[src/rtl/mem_arbiter.sv]
// mem_arbiter: shares one RAM port between instruction and data requesters, data first; grant edge
// then ram_rdy cycle (min 2 cycles); optional ARB_STARVE_GUARD_EN lets iREN win after STREAK_MAX data grants.
module mem_arbiter #(
   parameter int ADDR_W     = 32,
   parameter int DATA_W     = 32,
   parameter int STREAK_MAX = 4
) (
   input  logic              CLK,
   input  logic              nRST,
   input  logic              iREN,
   input  logic [ADDR_W-1:0] iaddr,
   input  logic              dREN,
   input  logic              dWEN,
   input  logic [ADDR_W-1:0] daddr,
   input  logic [DATA_W-1:0] dstore,
   input  logic              ram_rdy,
   input  logic [DATA_W-1:0] ramload,
   output logic              ramREN,
   output logic              ramWEN,
   output logic [ADDR_W-1:0] ramaddr,
   output logic [DATA_W-1:0] ramstore,
   output logic              iwait,
   output logic              dwait,
   output logic [DATA_W-1:0] iload,
   output logic [DATA_W-1:0] dload
);

   typedef enum logic [1:0] {IDLE, IGNT, DGNT} state_t;

   state_t state_q, state_d;
   logic   d_req;
   logic   i_done;
   logic   d_done;
   logic   guard;

   assign d_req  = dREN | dWEN;
   assign i_done = (state_q == IGNT) & ram_rdy;
   assign d_done = (state_q == DGNT) & ram_rdy;

`ifdef ARB_STARVE_GUARD_EN
   localparam int SW = $clog2(STREAK_MAX + 1);
   logic [SW-1:0] streak_q, streak_d;

   assign guard = iREN & (streak_q == SW'(STREAK_MAX));

   always_comb begin
      streak_d = streak_q;
      if (!iREN || i_done)
         streak_d = '0;
      else if (d_done && streak_q != SW'(STREAK_MAX))
         streak_d = streak_q + 1'b1;
   end

   always_ff @(posedge CLK) begin
      if (!nRST) streak_q <= '0;
      else       streak_q <= streak_d;
   end
`else
   assign guard = 1'b0;
`endif

   // A grant ends on completion or when its owner withdraws the request (abort).
   always_comb begin
      state_d = state_q;
      case (state_q)
         IDLE: begin
            if (d_req && !guard) state_d = DGNT;
            else if (iREN)       state_d = IGNT;
         end
         IGNT:    if (ram_rdy || !iREN)  state_d = IDLE;
         DGNT:    if (ram_rdy || !d_req) state_d = IDLE;
         default: state_d = IDLE;
      endcase
   end

   always_ff @(posedge CLK) begin
      if (!nRST) state_q <= IDLE;
      else       state_q <= state_d;
   end

   always_comb begin
      ramREN   = 1'b0;
      ramWEN   = 1'b0;
      ramaddr  = '0;
      ramstore = '0;
      iwait    = iREN;
      dwait    = d_req;
      iload    = '0;
      dload    = '0;
      case (state_q)
         IGNT: begin
            ramREN  = 1'b1;
            ramaddr = iaddr;
            iwait   = iREN & ~ram_rdy;
            if (ram_rdy) iload = ramload;
         end
         DGNT: begin
            // A simultaneous read and write is serviced as a write.
            ramWEN   = dWEN;
            ramREN   = dREN & ~dWEN;
            ramaddr  = daddr;
            ramstore = dstore;
            dwait    = d_req & ~ram_rdy;
            if (ram_rdy) dload = ramload;
         end
         default: ;
      endcase
   end

endmodule

[config.mk]
export PLATFORM = sky130hd
export DESIGN_NAME = mem_arbiter
export DESIGN_NICKNAME = d
export VERILOG_FILES = /design/src/rtl/mem_arbiter.sv
export SDC_FILE = /design/constraint.sdc
export NUM_CORES = 1
export LEC_CHECK = 0
export ABC_CLOCK_PERIOD_IN_PS = 1650
export BUFFER_PORTS_ARGS = -buffer_cell sky130_fd_sc_hd__buf_2
export CAP_MARGIN = 10
export CORE_AREA = 5 5 99 101
export CTS_BUF_LIST = sky130_fd_sc_hd__clkbuf_4 sky130_fd_sc_hd__clkbuf_8
export DETAILED_ROUTE_END_ITERATION = 7
export DIE_AREA = 0 0 104 106
export GPL_TIMING_DRIVEN = 0
export HOLD_SLACK_MARGIN = 0.1
export SYNTH_ARGS = -nofsm -noshare
export SYNTH_HDL_FRONTEND = slang
export SYNTH_SLANG_ARGS = --single-unit
[constraint.sdc]
create_clock -name CLK -period 1.65 [get_ports CLK]
set_clock_uncertainty 0.15 [all_clocks]
set_input_delay 0.0825 -clock CLK [delete_from_list [all_inputs] [get_ports CLK]]
set_output_delay 0.0825 -clock CLK [all_outputs]
set_load 0.05 [all_outputs]
==> impl_metrics.py, run 1 <==
metrics = {
    "timing": {
        "slew_headroom": 0.675,
        "setup_slack_ns": -0.0994,
        "rsz0062_at_grt": "true",
        "maxSlewViolCount": 0,
        "fin_crit_sh": 1.06,
        "final-hold-violation-count": 0,
        "fin_setup_tns_ns": -5.09,
        "max_freq_ghz": 0.572,
        "fin_crit_ns": 1.75,
        "worst_slew_pin_slew_ns": 0.487,
        "setup_viol": 93,
    },
    "floorplanning": {
        "die_area_sq_um": 11000,
        "start_util": 0.154,
        "ioPinCount": 266,
        "die_h_um": 106,
        "dieWidth_um": 104,
        "rows": 35,
        "core_area_sq_um": 8930,
    },
    "pwr": {
        "power.share.clock": 0.065,
        "p_sw_uw": 1540,
        "irDropWorstVdd_v": 0.000470,
        "p_seq_frac": 0.023,
        "power.total_uw": 2960,
        "switching_share": 0.519,
        "p_int_uw": 1420,
        "leakagePower_uw": 0.00231,
        "power_frac_comb": 0.912,
        "power_density_nw_per_um2": 599,
    },
    "synth": {
        "synth_common_cells": "and3_1 (64), and2_1 (33), a22oi_1 (32), nor2b_1 (32), clkbuf_1 (16)",
        "synth-compound-area-share": 0.227,
        "yosysSeqAreaShare": 0.0290,
        "synth_simple_gate_area_frac": 0.614,
        "synth_fa_ha_area_frac": 0.0363,
        "syn-cell-area_sq_um": 1380,
        "synth.area.mux_share": 0,
        "yosysTopAreaCell": "and3_1",
        "async_flop_share": 0,
        "yosysUniqueCellTypes": 22,
        "synth_xor_area_frac": 0,
        "synth-edff-count": 0,
        "synth_flop_cell": "dfxtp_1",
        "yosysTopAreaCellShare": 0.290,
        "synth_area_per_cell_sq_um": 6.45,
        "syn-num-nets": 352,
        "synth_top_family_by_area": "simple AND/OR/NAND/NOR gates",
        "synth_area_leaders": "and3_1 (29%), a22oi_1 (17%), and2_1 (15%)",
        "synth.most_common_cell": "and3_1",
        "syn-instance-count": 214,
        "synth_seq_cells": 2,
        "yosys_warnings": 0,
    },
    "finish": {
        "area_delta_synth_final_pct": 258,
        "largest-register": "state_q",
        "largest_reg_flops": 2,
        "diodes": 0,
        "drive_gt1_frac": 0.870,
        "final.fill_count": 796,
        "fin_cells": 612,
        "nets": 641,
        "post-route-util": 0.553,
        "top_regs": "state_q: 2 flops",
    },
    "worst_setup_path": {
        "cp_max_fo": 10,
        "setup.worst_path.class": "register to output pin",
        "required_ns": 1.42,
        "critPathCaptureType": "output pin",
        "arrival_ns": 1.52,
        "reg2reg_slack_ns": 0.12,
        "start_kind": "register",
    },
    "global_routing": {
        "antenna_found_initial": 0,
        "grt_pass1_wl_um": 15600,
        "grt_pass1_vias": 3047,
        "grt-ovfl-total": 0,
        "grt_max_degree": 11,
        "track_usage": 0.170,
    },
    "place": {
        "dp_hpwl_um": 7790,
        "port_buffers": 265,
        "pre_cts_slack_ns": -0.401,
        "dp.cells": 590,
        "globalplace.congestion": 0.824,
    },
    "clock_tree": {
        "tritoncts": "built",
        "clkTransAtPathRegs_ns": 0.03,
        "h-tree-depth": 1,
        "cts_sinks": 2,
        "numCtsBuffers": 3,
        "cts_root_buffer": "clkbuf_8",
        "clk_latency_ns": 0.21,
        "clock_path_buffers": 2,
    },
    "outcome": {
        "failed_checks": "negative setup slack",
        "status": "complete, but fails checks",
    },
    "routing": {
        "drc_errors": 0,
        "drt_iter0_drc": 85,
        "dr.pass1.iters": 4,
        "vias": 2879,
        "wl_um": 11500,
        "drt-vias-per-instance": 4.70,
        "wl_per_cell_um": 18.8,
        "postRouteAntennaNets": 0,
    },
    "min_path": {
        "hold_path.class": "input pin to register",
    },
    "flow_run": {
        "cap_viol_max_count": 0,
    },
}
[routing by layer]
| metal | global-route usage | share of wire | vias to the layer above | wire length (um) |
|---|---|---|---|---|
| met5 | 0 | 0 | - | 0 |
| met4 | 0.0287 | 0.014 | 0 | 159 |
| met3 | 0.0291 | 0.062 | 12 | 713 |
| met2 | 0.344 | 0.58 | 154 | 6610 |
| met1 | 0.183 | 0.35 | 1366 | 4000 |
| li1 | - | - | 1347 | - |
[final timing paths]
kind / from / endpoint / depth (start not counted)
setup / recovery: state_q[0] / ramaddr[16] / 6
setup reg to reg: state_q[0] / state_q[1] / 6
hold / removal: dWEN / state_q[0] / 4
hold reg to reg: state_q[1] / state_q[1] / 1
[stage by stage]
step                      cell area (sq um)  hold WS, ns
after detailed placement               3060        0.193
final                                  4940        0.120
after global routing                   4940        0.165
after CTS                              4280        0.110
after global placement                 3060        0.191
after floorplan                        1590       0.0581
[power by group through the flow]
stage | clock (uW) | combinational [uW] | sequential, uW
after floorplan | 0 | 1360 | 59.9
after global placement | 0 | 1850 | 61.1
after detailed placement | 0 | 1870 | 61.1
after CTS | 200 | 2420 | 66.5
after global routing | 203 | 2830 | 69.6
final | 192 | 2700 | 68.3
[cell type report]
class / count / area [sq um] / share of cell area
buffer: 27 / 313 / 0.0633
clock buffer: 3 / 41.3 / 0.00836
inverter: 3 / 16.3 / 0.00329
multi-input combinational: 182 / 1890 / 0.382
sequential: 2 / 45.0 / 0.00912
tap: 111 / 139 / 0.0281
timing repair buffer: 284 / 2500 / 0.505
[logic make-up after synthesis]
group | count (synthesis)
flip-flops | 2
AO/OA/AOI/OAI | 41
adder cells (fa/ha/maj) | 4
AND/OR/NAND/NOR | 137
buffers and inverters | 30
[placed cells by master, fill, tap and decap left out]
cell,netlist,final
dfxtp_2,0,1
buf_4,2,41
o211ai_1,2,2
and3_2,0,2
buf_12,0,2
inv_1,3,1
nand2b_1,1,1
nand2_1,3,3
a21oi_2,0,1
clkbuf_4,0,4
a21boi_2,0,1
buf_2,8,140
clkbuf_1,16,4
a221oi_2,1,1
nor2b_4,0,27
dfxtp_4,0,1
o21ai_2,0,1
a22oi_1,32,4
and3_4,0,54
clkbuf_8,0,6
inv_4,0,2
ha_2,0,1
o21a_1,2,2
clkbuf_16,0,8
nor2_1,3,3
dlygate4sd3_1,0,3
nor2b_2,0,5
nand3b_2,1,1
and2_1,33,33
buf_6,0,39
ha_4,0,3
and3_1,64,8
a32o_1,1,1
buf_8,0,67
a22oi_2,0,28
[repair_timing]
action	CTS	global route
pin swaps	8	8
buffers inserted	5	2
gates resized for setup	328	128
cloned	2	7
endpoints found under the hold margin	2	0
setup endpoints to repair	132	129
hold buffers	3	0
[critical path: stages, from the launching register on]
cell	delay [ns]
dfxtp_2	0.33
inv_4	0.05
buf_6	0.11
ha_4	0.31
clkbuf_16	0.17
nor2b_2	0.15
buf_6	0.17
Power figures use the tool's default switching activity.
==> run 2, diff against run 1 <==
--- a/config.mk
+++ b/config.mk
@@ -8,12 +8,12 @@
 export ABC_CLOCK_PERIOD_IN_PS = 1650
 export BUFFER_PORTS_ARGS = -buffer_cell sky130_fd_sc_hd__buf_2
 export CAP_MARGIN = 10
-export CORE_AREA = 5 5 99 101
+export CORE_AREA = 2 2 104 106
 export CTS_BUF_LIST = sky130_fd_sc_hd__clkbuf_4 sky130_fd_sc_hd__clkbuf_8
 export DETAILED_ROUTE_END_ITERATION = 7
-export DIE_AREA = 0 0 104 106
+export DIE_AREA = 0 0 106 108
 export GPL_TIMING_DRIVEN = 0
-export HOLD_SLACK_MARGIN = 0.1
+export SKIP_CTS_REPAIR_TIMING = 1
 export SYNTH_ARGS = -nofsm -noshare
 export SYNTH_HDL_FRONTEND = slang
 export SYNTH_SLANG_ARGS = --single-unit
==> run 2 against run 1 <==
  * The flow still finishes with violations (negative setup slack)
  * Worst setup slack worse by 0.033 ns
  * Sequential cell count stayed put
  * Register-to-register slack hardly changed
  * Critical path type unchanged
==> impl_metrics.py, run 2 (synthesized netlist as in run 1, its figures left out) <==
metrics = {
    "outcome": {
        "status": "complete, but fails checks",
        "failed_checks": "negative setup slack",
    },
    "pwr": {
        "switching_share": 0.509,
        "power_frac_comb": 0.914,
        "power_density_nw_per_um2": 603,
        "p_seq_frac": 0.023,
        "leakagePower_uw": 0.00231,
        "power.share.clock": 0.063,
        "irDropWorstVdd_v": 0.000316,
        "p_sw_uw": 1540,
        "p_int_uw": 1480,
    },
    "timing": {
        "setup_slack_ns": -0.133,
        "setup_viol": 93,
        "max_freq_ghz": 0.561,
        "fin_crit_sh": 1.08,
        "slew_headroom": 0.658,
        "fin_crit_ns": 1.78,
        "fin_setup_tns_ns": -7.15,
        "rsz0062_at_grt": "true",
        "whs_ns": 0.0577,
        "maxSlewViolCount": 0,
        "final-hold-violation-count": 0,
        "worst_slew_pin_slew_ns": 0.512,
    },
    "worst_setup_path": {
        "reg2reg_slack_ns": 0.11,
        "cp_max_fo": 10,
        "start_kind": "register",
        "arrival_ns": 1.55,
        "required_ns": 1.42,
        "critPathCaptureType": "output pin",
        "setup.worst_path.class": "register to output pin",
    },
    "floorplanning": {
        "ioPinCount": 266,
        "dieWidth_um": 106,
        "start_util": 0.135,
        "core_area_sq_um": 10200,
        "rows": 37,
        "die_h_um": 108,
        "die_area_sq_um": 11400,
    },
    "routing": {
        "wl_per_cell_um": 17.3,
        "dr.pass1.iters": 4,
        "wl_um": 10900,
        "drt-vias-per-instance": 4.53,
        "drt_iter0_drc": 132,
        "vias": 2839,
        "drc_errors": 0,
        "postRouteAntennaNets": 0,
    },
    "place": {
        "dpl-instance-area_sq_um": 3090,
        "port_buffers": 265,
        "dp_hpwl_um": 7640,
        "globalplace.congestion": 0.861,
        "dp.cells": 615,
    },
    "global_routing": {
        "grt_max_degree": 11,
        "grt_pass1_vias": 2533,
        "antenna_found_initial": 0,
        "track_usage": 0.138,
        "grt-ovfl-total": 0,
        "grt_pass1_wl_um": 12600,
    },
    "clock_tree": {
        "cts_sinks": 2,
        "clock_path_buffers": 2,
        "cts_root_buffer": "clkbuf_8",
        "numCtsBuffers": 3,
        "clkTransAtPathRegs_ns": 0.03,
        "tritoncts": "built",
        "clk_latency_ns": 0.21,
        "h-tree-depth": 1,
    },
    "finish": {
        "final.fill_count": 917,
        "fin_cells": 627,
        "drive_gt1_frac": 0.912,
        "mostFrequentLayoutCells": "buf_2 (140), buf_8 (74), buf_6 (62)",
        "top_regs": "state_q: 2 flops",
        "design_area_sq_um": 5010,
        "largest-register": "state_q",
        "final_common_cell": "buf_2",
        "largest_reg_flops": 2,
        "nets": 631,
        "area_delta_synth_final_pct": 263,
        "diodes": 0,
    },
    "min_path": {
        "hold_path.class": "input pin to register",
    },
    "flow_run": {
        "cap_viol_max_count": 0,
    },
}
-- run 2: stage by stage --
stage,power (uW),util,setup slack [ns]
floorplan,1420,-,-0.0757
global placement,1910,0.302,-0.409
CTS,2130,0.306,-0.635
global route,3160,0.490,-0.168
detailed placement,1930,0.302,-0.415
finish,3020,0.490,-0.133
-- run 2: final cells by class --
type,instances,area (sq um),area share
repair buffers,274,2510,0.502
multi-input cells,182,1900,0.379
inverters,3,18.8,0.00374
well taps,136,170,0.0339
clock buffers,3,41.3,0.00824
plain buffers,27,320,0.0639
flip-flops and latches,2,47.5,0.00948
-- run 2: worst paths after layout --
kind,from,endpoint,cells past startpoint
hold reg to reg,state_q[1],state_q[1],1
setup / recovery,state_q[0],dload[18],7
hold / removal,iREN,state_q[0],3
setup reg to reg,state_q[1],state_q[1],6
-- run 2: layer usage --
layer  global-route usage  routed length (um)
met1                0.162                3830
met2                0.265                6290
met4               0.0273                 105
met5                    0                   0
met3               0.0211                 640
-- run 2: power groups by stage --
| stage | registers, uW | clock network (uW) | logic, uW |
|---|---|---|---|
| 2_1_floorplan | 59.9 | 0 | 1360 |
| 3_3_place_gp | 60.9 | 0 | 1850 |
| 3_5_place_dp | 60.7 | 0 | 1870 |
| 4_1_cts | 60.3 | 197 | 1880 |
| 5_1_grt | 72.2 | 206 | 2880 |
| 6_report | 70.5 | 190 | 2760 |
-- run 2: worst max-delay path, stage by stage, from the launching register on --
cell and delay (ns):
dfxtp_4 0.37, inv_6 0.05, ha_4 0.17, buf_12 0.15
buf_12 0.14, buf_8 0.13, and3_2 0.18, buf_6 0.15
==> run 3, diff against run 2 <==
--- a/config.mk
+++ b/config.mk
@@ -13,6 +13,7 @@
 export DETAILED_ROUTE_END_ITERATION = 7
 export DIE_AREA = 0 0 106 108
 export GPL_TIMING_DRIVEN = 0
+export SETUP_SLACK_MARGIN = 0.02
 export SKIP_CTS_REPAIR_TIMING = 1
 export SYNTH_ARGS = -nofsm -noshare
 export SYNTH_HDL_FRONTEND = slang
==> run 3 against run 2 <==
  * The run still ends with negative setup slack left
  * Via count hardly changed
  * Sequential cell count unchanged
  * Critical endpoint is now ramaddr[9]
  * Die area did not move
  * Critical path depth stayed put
  * Clock-buffer cell count stayed put
  * Sequential share of layout area is 0.087 points higher
  * Power down 7.5%
  * Global-route usage is 0.55 points lower
  * Worst setup slack got worse by 0.010 ns
==> impl_metrics.py, run 3 (synthesized netlist as in run 1, its figures left out) <==
metrics = {
    "finish": {
        "area_delta_synth_final_pct": 233,
        "nets": 634,
        "top_regs": "state_q: 2 flops",
        "post-route-util": 0.449,
        "design_area_sq_um": 4590,
        "largest-register": "state_q",
        "diodes": 0,
        "final_common_cell": "buf_2",
        "largest_reg_flops": 2,
        "final.fill_count": 968,
        "drive_gt1_frac": 0.866,
        "mostFrequentLayoutCells": "buf_2 (139), buf_6 (68), buf_8 (34), buf_4 (34), and2_1 (33)",
    },
    "global_routing": {
        "grt_pass1_wl_um": 12200,
        "antenna_found_initial": 0,
        "grt_max_degree": 11,
        "track_usage": 0.132,
        "grt-ovfl-total": 0,
        "grt_pass1_vias": 2479,
    },
    "worst_setup_path": {
        "startpoint": "state_q[0]",
        "setup.worst_path.class": "register to output pin",
        "path_common_cell": "buf_12",
        "required_ns": 1.42,
        "start_kind": "register",
        "cp_max_fo": 10,
        "r2r_start": "state_q[0]",
        "arrival_ns": 1.56,
        "slowest_delay_ns": 0.37,
        "crit_slowest_cell": "dfxtp_4",
        "critPathCaptureType": "output pin",
        "cp_cell_sequence": "inv_6 > ha_4 > buf_12 > buf_12 > a22oi_2 > nor2b_4 > buf_6",
    },
    "timing": {
        "fin_crit_sh": 1.09,
        "setup_slack_ns": -0.143,
        "setup_viol": 92,
        "worst_slew_pin_slew_ns": 0.512,
        "slew_headroom": 0.659,
        "fin_setup_tns_ns": -7.35,
        "fin_crit_ns": 1.79,
        "maxSlewViolCount": 0,
        "final-hold-violation-count": 0,
        "rsz0062_at_grt": "true",
        "max_freq_ghz": 0.558,
    },
    "outcome": {
        "failed_checks": "negative setup slack",
        "status": "complete, but fails checks",
    },
    "min_path": {
        "hold_path.class": "input pin to register",
        "min_from": "iREN",
    },
    "clock_tree": {
        "clk_latency_ns": 0.21,
        "clkTransAtPathRegs_ns": 0.03,
        "tritoncts": "built",
        "cts_sinks": 2,
        "clock_path_buffers": 2,
        "numCtsBuffers": 3,
        "h-tree-depth": 1,
        "cts_root_buffer": "clkbuf_8",
    },
    "routing": {
        "postRouteAntennaNets": 0,
        "drt-vias-per-instance": 4.51,
        "wl_per_cell_um": 16.2,
        "dr.pass1.iters": 4,
        "wl_um": 10200,
        "vias": 2841,
        "drt_iter0_drc": 146,
        "drc_errors": 0,
    },
    "place": {
        "dpl-instance-area_sq_um": 3110,
        "port_buffers": 265,
        "globalplace.congestion": 0.901,
        "dp_hpwl_um": 7200,
        "pre_cts_slack_ns": -0.464,
    },
    "pwr": {
        "power_density_nw_per_um2": 609,
        "leakagePower_uw": 0.00224,
        "power.total_uw": 2800,
        "irDropWorstVdd_v": 0.000282,
    },
    "floorplanning": {
        "dieWidth_um": 106,
        "ioPinCount": 266,
        "die_area_sq_um": 11400,
        "rows": 37,
        "start_util": 0.135,
        "die_h_um": 108,
        "core_area_sq_um": 10200,
    },
    "flow_run": {
        "cap_viol_max_count": 0,
    },
}
## run 3: final cells by class
class                           count  area (sq um)  share of cell area
Timing Repair Buffer              277          2300               0.500
Buffer                             27           287              0.0624
Inverter                            3          18.8             0.00409
Sequential cell                     2          47.5              0.0104
Tap cell                          136           170              0.0371
Multi-Input combinational cell    182          1730               0.377
Clock buffer                        3          41.3             0.00899
## run 3: where the power goes
group          internal, uW  switching, uW  leakage, uW
Sequential             56.6           14.3    0.0000178
Combinational          1100           1430      0.00220
Clock                   154           35.0    0.0000216
Total                  1320           1480      0.00224
## run 3: worst paths after layout
kind                     end  slack, ns  cells past startpoint
setup / recovery  ramaddr[9]      -0.14                      7
hold / removal    state_q[0]       0.06                      3
setup reg to reg  state_q[1]       0.13                      6
hold reg to reg   state_q[1]       0.42                      1
## run 3: per-stage QoR
step           instances  hold WS [ns]
2_1_floorplan        214        0.0581
3_3_place_gp         615         0.192
3_5_place_dp         615         0.203
4_1_cts              618       -0.0175
5_1_grt              630        0.0719
6_report             630        0.0575
## run 3: worst max-delay path, delay by kind of cell (launching register included)
| family | cells | cell delay [ns] |
|---|---|---|
| fa+ha+maj | 1 | 0.17 |
| buf+inv | 4 | 0.50 |
| flops | 1 | 0.37 |
| simple gates | 1 | 0.06 |
| compound gates | 1 | 0.25 |
## run 3: layer usage
metal / vias to the layer above / wire [um] / global-route usage
li1: 1328 / - / -
met1: 1337 / 3760 / 0.155
met2: 162 / 5640 / 0.251
met3: 14 / 692 / 0.0283
met4: 0 / 106 / 0.0207
met5: - / 0 / 0
